===== config.mk =====
export PLATFORM = sky130hd
export DESIGN_NAME = func_result_window_acc
export DESIGN_NICKNAME = d
export VERILOG_FILES = /design/src/rtl/func_pkg.sv /design/src/rtl/func_minmax_upd.sv /design/src/rtl/func_result_window_acc.sv
export SDC_FILE = /design/constraint.sdc
export NUM_CORES = 1
export LEC_CHECK = 0
export CORE_ASPECT_RATIO = 0.8
export CORE_MARGIN = 10
export CORE_UTILIZATION = 45
export DETAILED_ROUTE_END_ITERATION = 8
export GPL_ROUTABILITY_DRIVEN = 0
export GPL_TIMING_DRIVEN = 0
export PLACE_DENSITY = 0.67
export SYNTH_ARGS = -nofsm -noshare
export SYNTH_HDL_FRONTEND = slang
export SYNTH_SLANG_ARGS = --single-unit
export TNS_END_PERCENT = 5

===== constraint.sdc =====
create_clock -name clk -period 3.07 [get_ports clk]
set_clock_uncertainty 0.15 [all_clocks]
set_input_delay 0.614 -clock clk [delete_from_list [all_inputs] [get_ports clk]]
set_output_delay 0.614 -clock clk [all_outputs]
set_load 0.005 [all_outputs]

===== src/rtl/func_pkg.sv =====
// rtl/func_pkg.sv - shared types and constants for the result window accumulator
// Contents: acc_state_t (FSM states), DATA_W_DEF / ACC_W_DEF defaults,
//           acc_rec_t (registered output record: sum, min, max, count).
package func_pkg;

   localparam int DATA_W_DEF = 8;
   localparam int ACC_W_DEF  = 16;

   typedef enum logic {ACCUM, HOLD} acc_state_t;

   // Field widths follow the default parameters; the top is used at those widths.
   typedef struct packed {
      logic [ACC_W_DEF-1:0]  sum;
      logic [DATA_W_DEF-1:0] min;
      logic [DATA_W_DEF-1:0] max;
      logic [7:0]            count;
   } acc_rec_t;

endpackage


===== src/rtl/func_minmax_upd.sv =====
// rtl/func_minmax_upd.sv - combinational running min/max update
// Ports: min_i/max_i  current extremes
//        sample_i     new unsigned sample
//        min_o/max_o  extremes including the sample (ties keep the current value)
module func_minmax_upd
   import func_pkg::*;
#(
   parameter int DATA_W = DATA_W_DEF
) (
   input  logic [DATA_W-1:0] min_i,
   input  logic [DATA_W-1:0] max_i,
   input  logic [DATA_W-1:0] sample_i,
   output logic [DATA_W-1:0] min_o,
   output logic [DATA_W-1:0] max_o
);

   assign min_o = (sample_i < min_i) ? sample_i : min_i;
   assign max_o = (sample_i > max_i) ? sample_i : max_i;

endmodule


===== src/rtl/func_result_window_acc.sv =====
// rtl/func_result_window_acc.sv - windowed sum/min/max/count over a result stream
// Ports: clk, rst            clock, synchronous active-high reset
//        in_valid/in_ready   input handshake, in_data unsigned sample
//        flush               close a non-empty partial window
//        out_valid/out_ready record handshake
//        out_sum/out_min/out_max/out_count  registered window record
module func_result_window_acc
   import func_pkg::*;
#(
   parameter int DATA_W  = DATA_W_DEF,
   parameter int WIN_LEN = 4,
   parameter int ACC_W   = ACC_W_DEF
) (
   input  logic              clk,
   input  logic              rst,
   input  logic              in_valid,
   output logic              in_ready,
   input  logic [DATA_W-1:0] in_data,
   input  logic              flush,
   output logic              out_valid,
   input  logic              out_ready,
   output logic [ACC_W-1:0]  out_sum,
   output logic [DATA_W-1:0] out_min,
   output logic [DATA_W-1:0] out_max,
   output logic [7:0]        out_count
);

   acc_state_t        state_q, state_d;
   logic [7:0]        count_q, count_d;
   logic [ACC_W-1:0]  sum_q, sum_d;
   logic [DATA_W-1:0] min_q, min_d;
   logic [DATA_W-1:0] max_q, max_d;
   acc_rec_t          rec_q, rec_d;

   logic              accept;
   logic              close;
   logic [DATA_W-1:0] upd_min, upd_max;

   func_minmax_upd #(.DATA_W(DATA_W)) u_minmax (
      .min_i   (min_q),
      .max_i   (max_q),
      .sample_i(in_data),
      .min_o   (upd_min),
      .max_o   (upd_max)
   );

   assign in_ready  = (state_q == ACCUM);
   assign out_valid = (state_q == HOLD);
   assign accept    = in_ready && in_valid;

   // A flush closes the window only if it ends up non-empty.
   assign close = in_ready &&
                  ((accept && (count_q + 8'd1 == 8'(WIN_LEN))) ||
                   (flush && ((count_q != 8'd0) || accept)));

   always_comb begin
      state_d = state_q;
      count_d = count_q;
      sum_d   = sum_q;
      min_d   = min_q;
      max_d   = max_q;
      rec_d   = rec_q;
      if (state_q == ACCUM) begin
         if (accept) begin
            sum_d   = sum_q + ACC_W'(in_data);
            min_d   = upd_min;
            max_d   = upd_max;
            count_d = count_q + 8'd1;
         end
         // Record captures the post-update values so a same-cycle sample is included.
         if (close) begin
            rec_d   = '{sum: sum_d, min: min_d, max: max_d, count: count_d};
            state_d = HOLD;
         end
      end else if (out_ready) begin
         count_d = '0;
         sum_d   = '0;
         min_d   = '1;
         max_d   = '0;
         state_d = ACCUM;
      end
   end

   always_ff @(posedge clk) begin
      if (rst) begin
         state_q <= ACCUM;
         count_q <= '0;
         sum_q   <= '0;
         min_q   <= '1;
         max_q   <= '0;
         rec_q   <= '0;
      end else begin
         state_q <= state_d;
         count_q <= count_d;
         sum_q   <= sum_d;
         min_q   <= min_d;
         max_q   <= max_d;
         rec_q   <= rec_d;
      end
   end

   assign out_sum   = rec_q.sum;
   assign out_min   = rec_q.min;
   assign out_max   = rec_q.max;
   assign out_count = rec_q.count;

endmodule


==> impl_results.md, run 1 <==
* Initial Util at 0.462
* Worst-Margin Slew at 0.753 ns
* Outcome: completed
* CTS Root Cell: clkbuf_16
* Worst hold-check path type: reg -> reg
* Detailed placement HPWL at 9020 µm
* DRC at 0
* Final hold vios at 0
* Pint at 2.14 mW
* Gr usage total at 0.184
* Internal reg-to-reg setup slack at 0.55 ns
* First-pass GRT wire length at 20100 µm
* Hold_ws at 0.338 ns
* Max Cap Violations at 0
* Static Leak at 2.04 nW
* Gr ovfl total at 0
* Clock Power Share at 0.382
* DIE HEIGHT at 106 µm
* Power per cell area at 577 nW/µm²
* Async S/R FF share, synth at 0
* CTS tree: yes
* Drt pass-1 iters at 5
* Initial antenna violation count at 0
* Flop pwr share at 0.399
* Top-area cell type share of the netlist area at 0.389
* Total Neg Setup Slack at 0 ns
* Worst r2r path cells at 4
* Worst Setup Start Kind: input pin
* Per-cell routed wire length at 18.0 µm
* HP Start: sum_q[0]$_SDFFE_PP0P_
* Peak VDD IR at 405 µV
* WS Path Type: in -> reg
* Diodes inserted at 0
* Fmax at 340 MHz
* Final period util at 0.959
* Max-slew headroom at 0.498
* Syn avg cell area at 8.29 µm²
* Final min period at 2.94 ns
* Total number of vias at 3893
* Nets@finish at 606
* Sw power at 863 µW
* Mapped Cells at 503
* CP required at 3.17 ns
* Vias per std cell at 5.67
* Clk slew on worst S/H paths at 0.06 ns
* CP Capture Type: register
* Cell Area, Synth at 4170 µm²
* FF-to-FF End: out_sum[8]$_SDFFE_PP0P_
* Post-Place Setup Slack at -0.517 ns
* Post-DP Area at 4850 µm²
* Sw Share at 0.287
* Port-buffer cells at 53
* Initial DRC Count at 242
* Largest net degree at the start of global routing at 15
* Yosys warnings at 0
* Clock buffer depth at 2
* Floorplan core area at 9040 µm²
* Synth area leader: dfxtp_1
* Area Growth Syn to Fin at 25.0%
* Top Ports at 55
* Drt total wl at 12400 µm
* Critical Path AT at 3.04 ns
* Layout cells sized above 1 at 0.0647
* CP Max Fanout at 10
* Clock sink total at 81
* Final setup viols at 0
* Critical R2R Launch: count_q[6]$_SDFFE_PP0P_
* Unique masters post-synth at 49
* Final setup margin at 0.127 ns
* Synth area leaders: dfxtp_1, ha_1, nor2_1, nand2_1, a211oi_1
* Vias in the first global route at 3833
* #FFs+latches synth at 81
* Die area at 13500 µm²
* Finished Cell Area at 5210 µm²
* Num CTS Buffers at 9
* Post-synthesis sequential area ratio at 0.389
* Die X-Extent at 128 µm
* Antenna viol nets, final at 0
* Clk Latency, worst-skew pair at 0.34 ns
* Hold EP: sum_q[0]$_SDFFE_PP0P_
* Row count at 31
* Final Slew Violations at 0
* Ys flop type: dfxtp_1
* Logic pwr share at 0.219
* H-tree depth at 3
* Syn_nets at 542
* WHS Path Cells at 2
* EDFF count, synth at 0
==> logic make-up after synthesis <==
kind of cell    after synthesis  synth area share
fa+ha+maj                    26            0.0798
buf+inv                      56            0.0522
simple gates                181             0.187
xor+xnor                     17            0.0357
flops                        81             0.389
compound gates              127             0.221
mux                          15            0.0363
==> how the worst max path moves through the flow <==
stage / startpoint / to / slack (ns)
floorplan: in_data[3] / out_sum[15]$_SDFFE_PP0P_ / 0.53
global placement: in_data[0] / sum_q[14]$_SDFFE_PP0P_ / -0.48
detailed placement: in_data[0] / sum_q[14]$_SDFFE_PP0P_ / -0.52
CTS: in_data[4] / out_sum[15]$_SDFFE_PP0P_ / -0.008
global route: in_data[7] / out_min[6]$_SDFFE_PP0P_ / -0.04
finish: in_data[7] / out_min[7]$_SDFFE_PP0P_ / 0.13
==> Yosys cell counts (4+ instances only) <==
cell type / n
a211oi_1: 26
o32ai_1: 8
o21ai_0: 18
a311oi_1: 15
o211ai_1: 4
o21a_1: 5
clkbuf_1: 25
nand4_1: 9
nor2b_1: 4
nand3_1: 5
a21oi_1: 23
buf_2: 6
inv_1: 23
dfxtp_1: 81
a31oi_1: 4
ha_1: 25
nand2_1: 61
nor2_1: 75
xnor2_1: 13
nor3_1: 14
xor2_1: 4
mux2i_1: 14
==> critical path: stages <==
cell and delay, ns:
clkdlybuf4s50_1 0.62, ha_1 0.45, nand2_1 0.07, nor2_1 0.04, a2111oi_2 0.32, o21a_2 0.31, buf_2 0.24, nand2_1 0.09
a311oi_1 0.27
==> layout make-up <==
type | instances | area [µm²]
multi-input combinational | 366 | 2370
clock inverter | 7 | 95.1
buffer | 33 | 135
sequential | 81 | 1620
inverter | 23 | 86.3
timing repair buffer | 53 | 533
clock buffer | 9 | 225
fill | 852 | 3820
tap | 115 | 144
==> power by group through the flow <==
stage	sequential [mW]	combinational, mW	clock [mW]
2_1_floorplan	1.21	0.380	0
3_3_place_gp	1.22	0.626	0
3_5_place_dp	1.22	0.640	0
4_1_cts	1.20	0.649	1.16
5_1_grt	1.21	0.728	1.20
6_report	1.20	0.657	1.15
==> placed cells by master, fill, tap and decap left out, drive strengths merged, types with 4 or more instances in the layout <==
master,Yosys,routed
o21ai,21,21
a31oi,4,4
a311oi,16,16
dfxtp,81,81
clkdlybuf4s50,0,46
inv,23,23
xor2,4,4
mux2i,14,14
ha,25,25
a211oi,26,26
clkinv,0,4
xnor2,13,13
clkbuf,25,34
nor2b,4,4
nor2,75,75
a21oi,23,23
buf,8,8
o211ai,4,4
nand4,9,9
nand3,5,5
nor3,14,14
nand2,61,61
dlygate4sd2,0,4
o32ai,8,8
o21a,5,5
==> per-stage QoR <==
stage / instances / utilization / power, mW
after floorplan: 503 / - / 1.59
after global placement: 671 / 0.536 / 1.84
after detailed placement: 671 / 0.536 / 1.86
after CTS: 687 / 0.574 / 3.01
after global routing: 687 / 0.577 / 3.14
final: 687 / 0.577 / 3.01
==> metal layers <==
metal | share of wire | GRT usage | up-vias | wire [µm]
li1 | - | - | 1922 | -
met1 | 0.45 | 0.241 | 1842 | 5610
met2 | 0.46 | 0.289 | 113 | 5700
met3 | 0.074 | 0.0511 | 16 | 910
met4 | 0.011 | 0.0530 | 0 | 140
met5 | 0 | 0 | - | 0
==> registers in the layout (all words and copies together) (netlist names) <==
name and flops:
count_q 8, max_q 8, min_q 8, out_count 8, out_max 8, out_min 8, out_sum 16, out_valid 1
sum_q 16
==> repair_timing <==
item                                    in CTS  in global routing
hold buffers                                 0                  0
endpoints found under the setup margin      18                 22
pin swaps                                    0                  0
buffers inserted                             0                  0
gates resized for setup                     10                  9
Note: power is estimated with default switching activity, not from simulation.
==> run 2: changes to the inputs <==
- PLACE_DENSITY: 0.67 -> 0.77
- clock period: 3.07 -> 3.08 ns (I/O delays scaled with it)
==> run 2 against run 1 <==
The flow now finishes with violations (setup timing). Sequential share of layout area grew 0.20 points. Non-clock buffer count is the same. Count of clock-buffer cells in the layout grew 2. Critical path depth shrank 1. Cell count shrank 0.15%. Clock power shrank 14%. Via count grew 4.5%. Largest cell class unchanged. Core utilization shrank 0.37 points. Die area is the same. Register-to-register slack is essentially flat. Critical endpoint is now out_sum[15]$_SDFFE_PP0P_.
==> impl_results.md, run 2 (synthesized netlist as in run 1, its figures left out) <==
* Per-cell routed wire length at 17.7 µm
* Drt total wl at 12200 µm
* Detailed placement HPWL at 8910 µm
* Finished Cell Area at 5180 µm²
* Most frequent cells in the layout: dfxtp_1, nor2_1, nand2_1
* Final setup margin at -0.0182 ns
* Diodes inserted at 0
* Post-Place Setup Slack at -0.533 ns
* Max-slew headroom at 0.552
* Outcome: complete, but fails checks
* Initial antenna violation count at 0
* Vias in the first global route at 3792
* Nets@finish at 606
* Fmax at 323 MHz
* Row count at 31
* Port-buffer cells at 53
* CP required at 3.19 ns
* Final hold vios at 0
* First-pass GRT wire length at 19500 µm
* Top Ports at 55
* Layout cells sized above 1 at 0.0630
* Antenna viol nets, final at 0
* Largest net degree at the start of global routing at 14
* WS Path Type: in -> reg
* Clock sink total at 81
* CTS Root Cell: clkbuf_16
* Clk slew on worst S/H paths at 0.06 ns
* Final min period at 3.10 ns
* Vias per std cell at 5.93
* Failing checks: setup timing
* Clk Latency, worst-skew pair at 0.35 ns
* Initial DRC Count at 500
* DRC at 0
* Gr ovfl total at 0
* Final Slew Violations at 0
* Gr usage total at 0.177
* Total number of vias at 4067
* CTS tree: yes
* Max Cap Violations at 0
* RSZ-0062 raised after global routing: true
* Peak VDD IR at 381 µV
* Floorplan core area at 9040 µm²
* Final setup viols at 1
* DIE HEIGHT at 106 µm
* Area Growth Syn to Fin at 24.1%
* CP Max Fanout at 7
* Commonest non-fill, non-tap cell in the layout: dfxtp_1
* Die area at 13500 µm²
* H-tree depth at 3
* Post-CTS Repair Setup Buffers at 0
* Num CTS Buffers at 9
* Static Leak at 1.99 nW
* Die X-Extent at 128 µm
* Initial Util at 0.462
* Drt pass-1 iters at 5
* Clock buffer depth at 2
* Worst-Margin Slew at 0.672 ns
* Critical Path AT at 3.21 ns
* CP Capture Type: register
* Worst Setup Start Kind: input pin
* Power per cell area at 550 nW/µm²
* Final period util at 1.01
* Worst hold-check path type: reg -> reg
* Post-DP Area at 4850 µm²
-- run 2: cell types whose count changed in the layout (fill, tap and decap cells not counted), sizes merged --
cell           change
clkinvlp           +3
bufinv             -2
clkdlybuf4s50      +2
clkbuf             +2
dlygate4sd2        -1
clkinv             -4
dlymetal6s2s       -1
-- run 2: path summary, 6_finish.rpt --
kind	startpoint	end	slack, ns	depth (start not counted)
setup / recovery	in_data[5]	out_sum[15]$_SDFFE_PP0P_	-0.02	8
hold reg to reg	sum_q[0]$_SDFFE_PP0P_	sum_q[0]$_SDFFE_PP0P_	0.33	2
hold / removal	sum_q[0]$_SDFFE_PP0P_	sum_q[0]$_SDFFE_PP0P_	0.33	2
setup reg to reg	count_q[6]$_SDFFE_PP0P_	out_count[3]$_SDFFE_PP0P_	0.55	4
-- run 2: worst max-delay path: stages --
cell and delay [ns]:
clkdlybuf4s50_1 0.61, ha_1 0.48, o21a_1 0.15, o2111a_1 0.18, o21ai_1 0.15, a21oi_2 0.26, or4b_1 0.51, a311oi_2 0.25
-- run 2: cell type report --
cell class / instances / area [µm²]
plain buffers: 33 / 134
clock buffers: 11 / 243
repair buffers: 53 / 532
flip-flops and latches: 81 / 1620
clock inverters: 4 / 30.0
well taps: 115 / 144
fillers: 794 / 3860
multi-input cells: 366 / 2390
inverters: 23 / 86.3
-- run 2: layer usage --
layer  GRT usage  part of all wire  vias up
li1            -                 -     1924
met1       0.224              0.44     1950
met2       0.286              0.46      170
met3      0.0487             0.083       23
met4      0.0554             0.017        0
met5           0                 0        -
-- run 2: stage by stage --
| step | total power, mW | cells | setup TNS [ns] | util | hold slack, ns |
|---|---|---|---|---|---|
| after floorplan | 1.59 | 503 | 0 | - | 0.303 |
| after global placement | 1.83 | 671 | -9.05 | 0.536 | 0.313 |
| after detailed placement | 1.85 | 671 | -11.70 | 0.536 | 0.319 |
| after CTS | 2.83 | 686 | 0 | 0.567 | 0.328 |
| after global routing | 2.97 | 686 | -0.205 | 0.573 | 0.352 |
| final | 2.85 | 686 | -0.0182 | 0.573 | 0.327 |
-- run 2: report_power, final --
| part | total, mW | internal [mW] | switching (mW) | leakage [nW] |
|---|---|---|---|---|
| combinational | 0.659 | 0.295 | 0.364 | 1.20 |
| sequential | 1.20 | 1.14 | 0.0613 | 0.664 |
| clock | 0.992 | 0.563 | 0.429 | 0.120 |
| total | 2.85 | 1.99 | 0.854 | 1.99 |
-- run 2: timing repair --
item	CTS	global route
gates cloned	0	0
pin swaps	0	1
hold buffers	0	0
gates resized for setup	7	10
setup endpoints to repair	6	28
==> run 3: changes to the inputs <==
- PLACE_DENSITY: 0.77 -> 0.67
- RECOVER_POWER: unset -> 25
==> run 3 against run 2 <==
Total power is 4.6% higher. Combinational power is 3% lower. Critical path type unchanged. Worst hold slack better by 0.011 ns. Largest power group unchanged. The flow now finishes without violations. Non-clock buffer count stayed put. Worst setup slack better by 0.12 ns. Count of clock-buffer cells in the layout is 2 lower. Clock power is 16% higher.
==> impl_results.md, run 3 (synthesized netlist as in run 1, its figures left out) <==
* Outcome: completed
* Vias in the first global route at 3823
* Area Growth Syn to Fin at 25.0%
* CP Capture Type: register
* Final hold vios at 0
* Max Cap Violations at 0
* RSZ-0062 raised after global routing: true
* Num CTS Buffers at 9
* Fmax at 336 MHz
* Initial Util at 0.462
* Gr usage total at 0.184
* CP required at 3.17 ns
* Critical Path AT at 3.07 ns
* Detailed placement HPWL at 9020 µm
* Static Leak at 2.11 nW
* Post-Layout Cell Count at 687
* Most frequent cells in the layout: dfxtp_1, nor2_1, nand2_1
* Drt total wl at 12300 µm
* Vias per std cell at 5.71
* Clock buffer depth at 2
* DRC at 0
* DIE HEIGHT at 106 µm
* Total Neg Setup Slack at 0 ns
* Clock sink total at 81
* Total number of vias at 3922
* Post-Place Cells at 671
* Diodes inserted at 0
* Port-buffer cells at 53
* Antenna viol nets, final at 0
* CTS Root Cell: clkbuf_16
* Final Slew Violations at 0
* CP max stage delay at 0.68 ns
* Crit path cell chain: clkdlybuf4s50_1 -> ha_1 -> a21oi_1 -> nor2_1 -> a2111oi_2 -> o21a_2 -> buf_2 -> nand2_1 -> a311oi_1
* Die X-Extent at 128 µm
* Row count at 31
* Gr ovfl total at 0
* Post-DP Area at 4850 µm²
* Internal reg-to-reg setup slack at 0.57 ns
* Peak VDD IR at 400 µV
* Max-slew headroom at 0.517
* H-tree depth at 3
* Floorplan core area at 9040 µm²
* WP buf/inv at 2
* Worst-Margin Slew at 0.725 ns
* Hold_ws at 0.339 ns
* Nets@finish at 606
* Largest net degree at the start of global routing at 15
* Per-cell routed wire length at 17.9 µm
* Worst hold-check path type: reg -> reg
* First-pass GRT wire length at 20100 µm
* Final min period at 2.98 ns
* Worst Setup Start Kind: input pin
* Layout cells sized above 1 at 0.0647
* Initial antenna violation count at 0
* Finished Cell Area at 5210 µm²
* Power per cell area at 571 nW/µm²
* Die area at 13500 µm²
* CTS tree: yes
* Commonest non-fill, non-tap cell in the layout: dfxtp_1
* Final period util at 0.968
* CP Max Fanout at 10
* Clk slew on worst S/H paths at 0.06 ns
* Final setup viols at 0
* Clk Latency, worst-skew pair at 0.34 ns
* Delay-heaviest family, CP: compound AO/OA/AOI/OAI gates
* Initial DRC Count at 240
* Post-CTS Repair Setup Buffers at 0
* CP max stage cell: clkdlybuf4s50_1
* Drt pass-1 iters at 4
* WS Path Type: in -> reg
* Top Ports at 55
==> run 3: changes by cell type in the layout (fill, tap and decap cells not counted) <==
cell and delta:
ha_4 -1, clkbuf_1 -2, ha_1 +1, clkdlybuf4s50_1 -31, clkbuf_2 +1, bufinv_16 +2, dlygate4sd3_1 +30, dlymetal6s2s_1 +1
clkinv_2 +2, clkinv_4 +2, clkinvlp_4 -3, a21oi_2 -1, clkbuf_8 -1, a21oi_1 +1
==> run 3: power breakdown <==
group          internal, mW  total (mW)  switching [mW]
Clock                 0.709        1.15           0.437
Sequential             1.14        1.19          0.0571
Combinational         0.277       0.639           0.363
==> run 3: area by class of cell <==
cell class / count / area, µm²
Buffer: 33 / 135
Clock buffer: 9 / 225
Timing Repair Buffer: 53 / 534
Tap cell: 115 / 144
Sequential cell: 81 / 1620
Multi-Input combinational cell: 366 / 2370
Fill cell: 851 / 3820
Clock inverter: 7 / 95.1
Inverter: 23 / 86.3
==> run 3: final timing paths <==
path,endpoint,from,cells past startpoint
worst min register to register,sum_q[0]$_SDFFE_PP0P_,sum_q[0]$_SDFFE_PP0P_,2
worst max register to register,out_min[7]$_SDFFE_PP0P_,count_q[6]$_SDFFE_PP0P_,4
worst max-delay path,out_min[7]$_SDFFE_PP0P_,in_data[5],9
worst min-delay path,sum_q[0]$_SDFFE_PP0P_,sum_q[0]$_SDFFE_PP0P_,2
==> run 3: per-stage QoR <==
step	utilization	setup WS, ns	power [mW]
floorplan	-	0.538	1.59
global placement	0.536	-0.470	1.84
detailed placement	0.536	-0.509	1.85
CTS	0.574	-0.0256	3.00
global route	0.577	-0.0768	3.12
finish	0.577	0.0996	2.98
==> run 3: worst reg2reg max path: cells and delay by family, from the launching register on <==
kind / cells / cell delay [ns]
AND/OR/NAND/NOR: 1 / 0.61
AO/OA/AOI/OAI: 2 / 0.68
flip-flops: 1 / 0.35
buffers and inverters: 1 / 0.55
==> run 3: routing by layer <==
| layer | wire, µm | GRT usage | vias up | share of wire |
|---|---|---|---|---|
| met5 | 0 | 0 | - | 0 |
| met1 | 5560 | 0.242 | 1855 | 0.45 |
| met2 | 5650 | 0.288 | 126 | 0.46 |
| met4 | 159 | 0.0538 | 0 | 0.013 |
| li1 | - | - | 1924 | - |
| met3 | 960 | 0.0516 | 17 | 0.078 |
==> run 3: repair_timing <==
| item | CTS | global route |
|---|---|---|
| resized for setup | 8 | 10 |
| hold buffers | 0 | 0 |
| setup endpoints to repair | 16 | 23 |
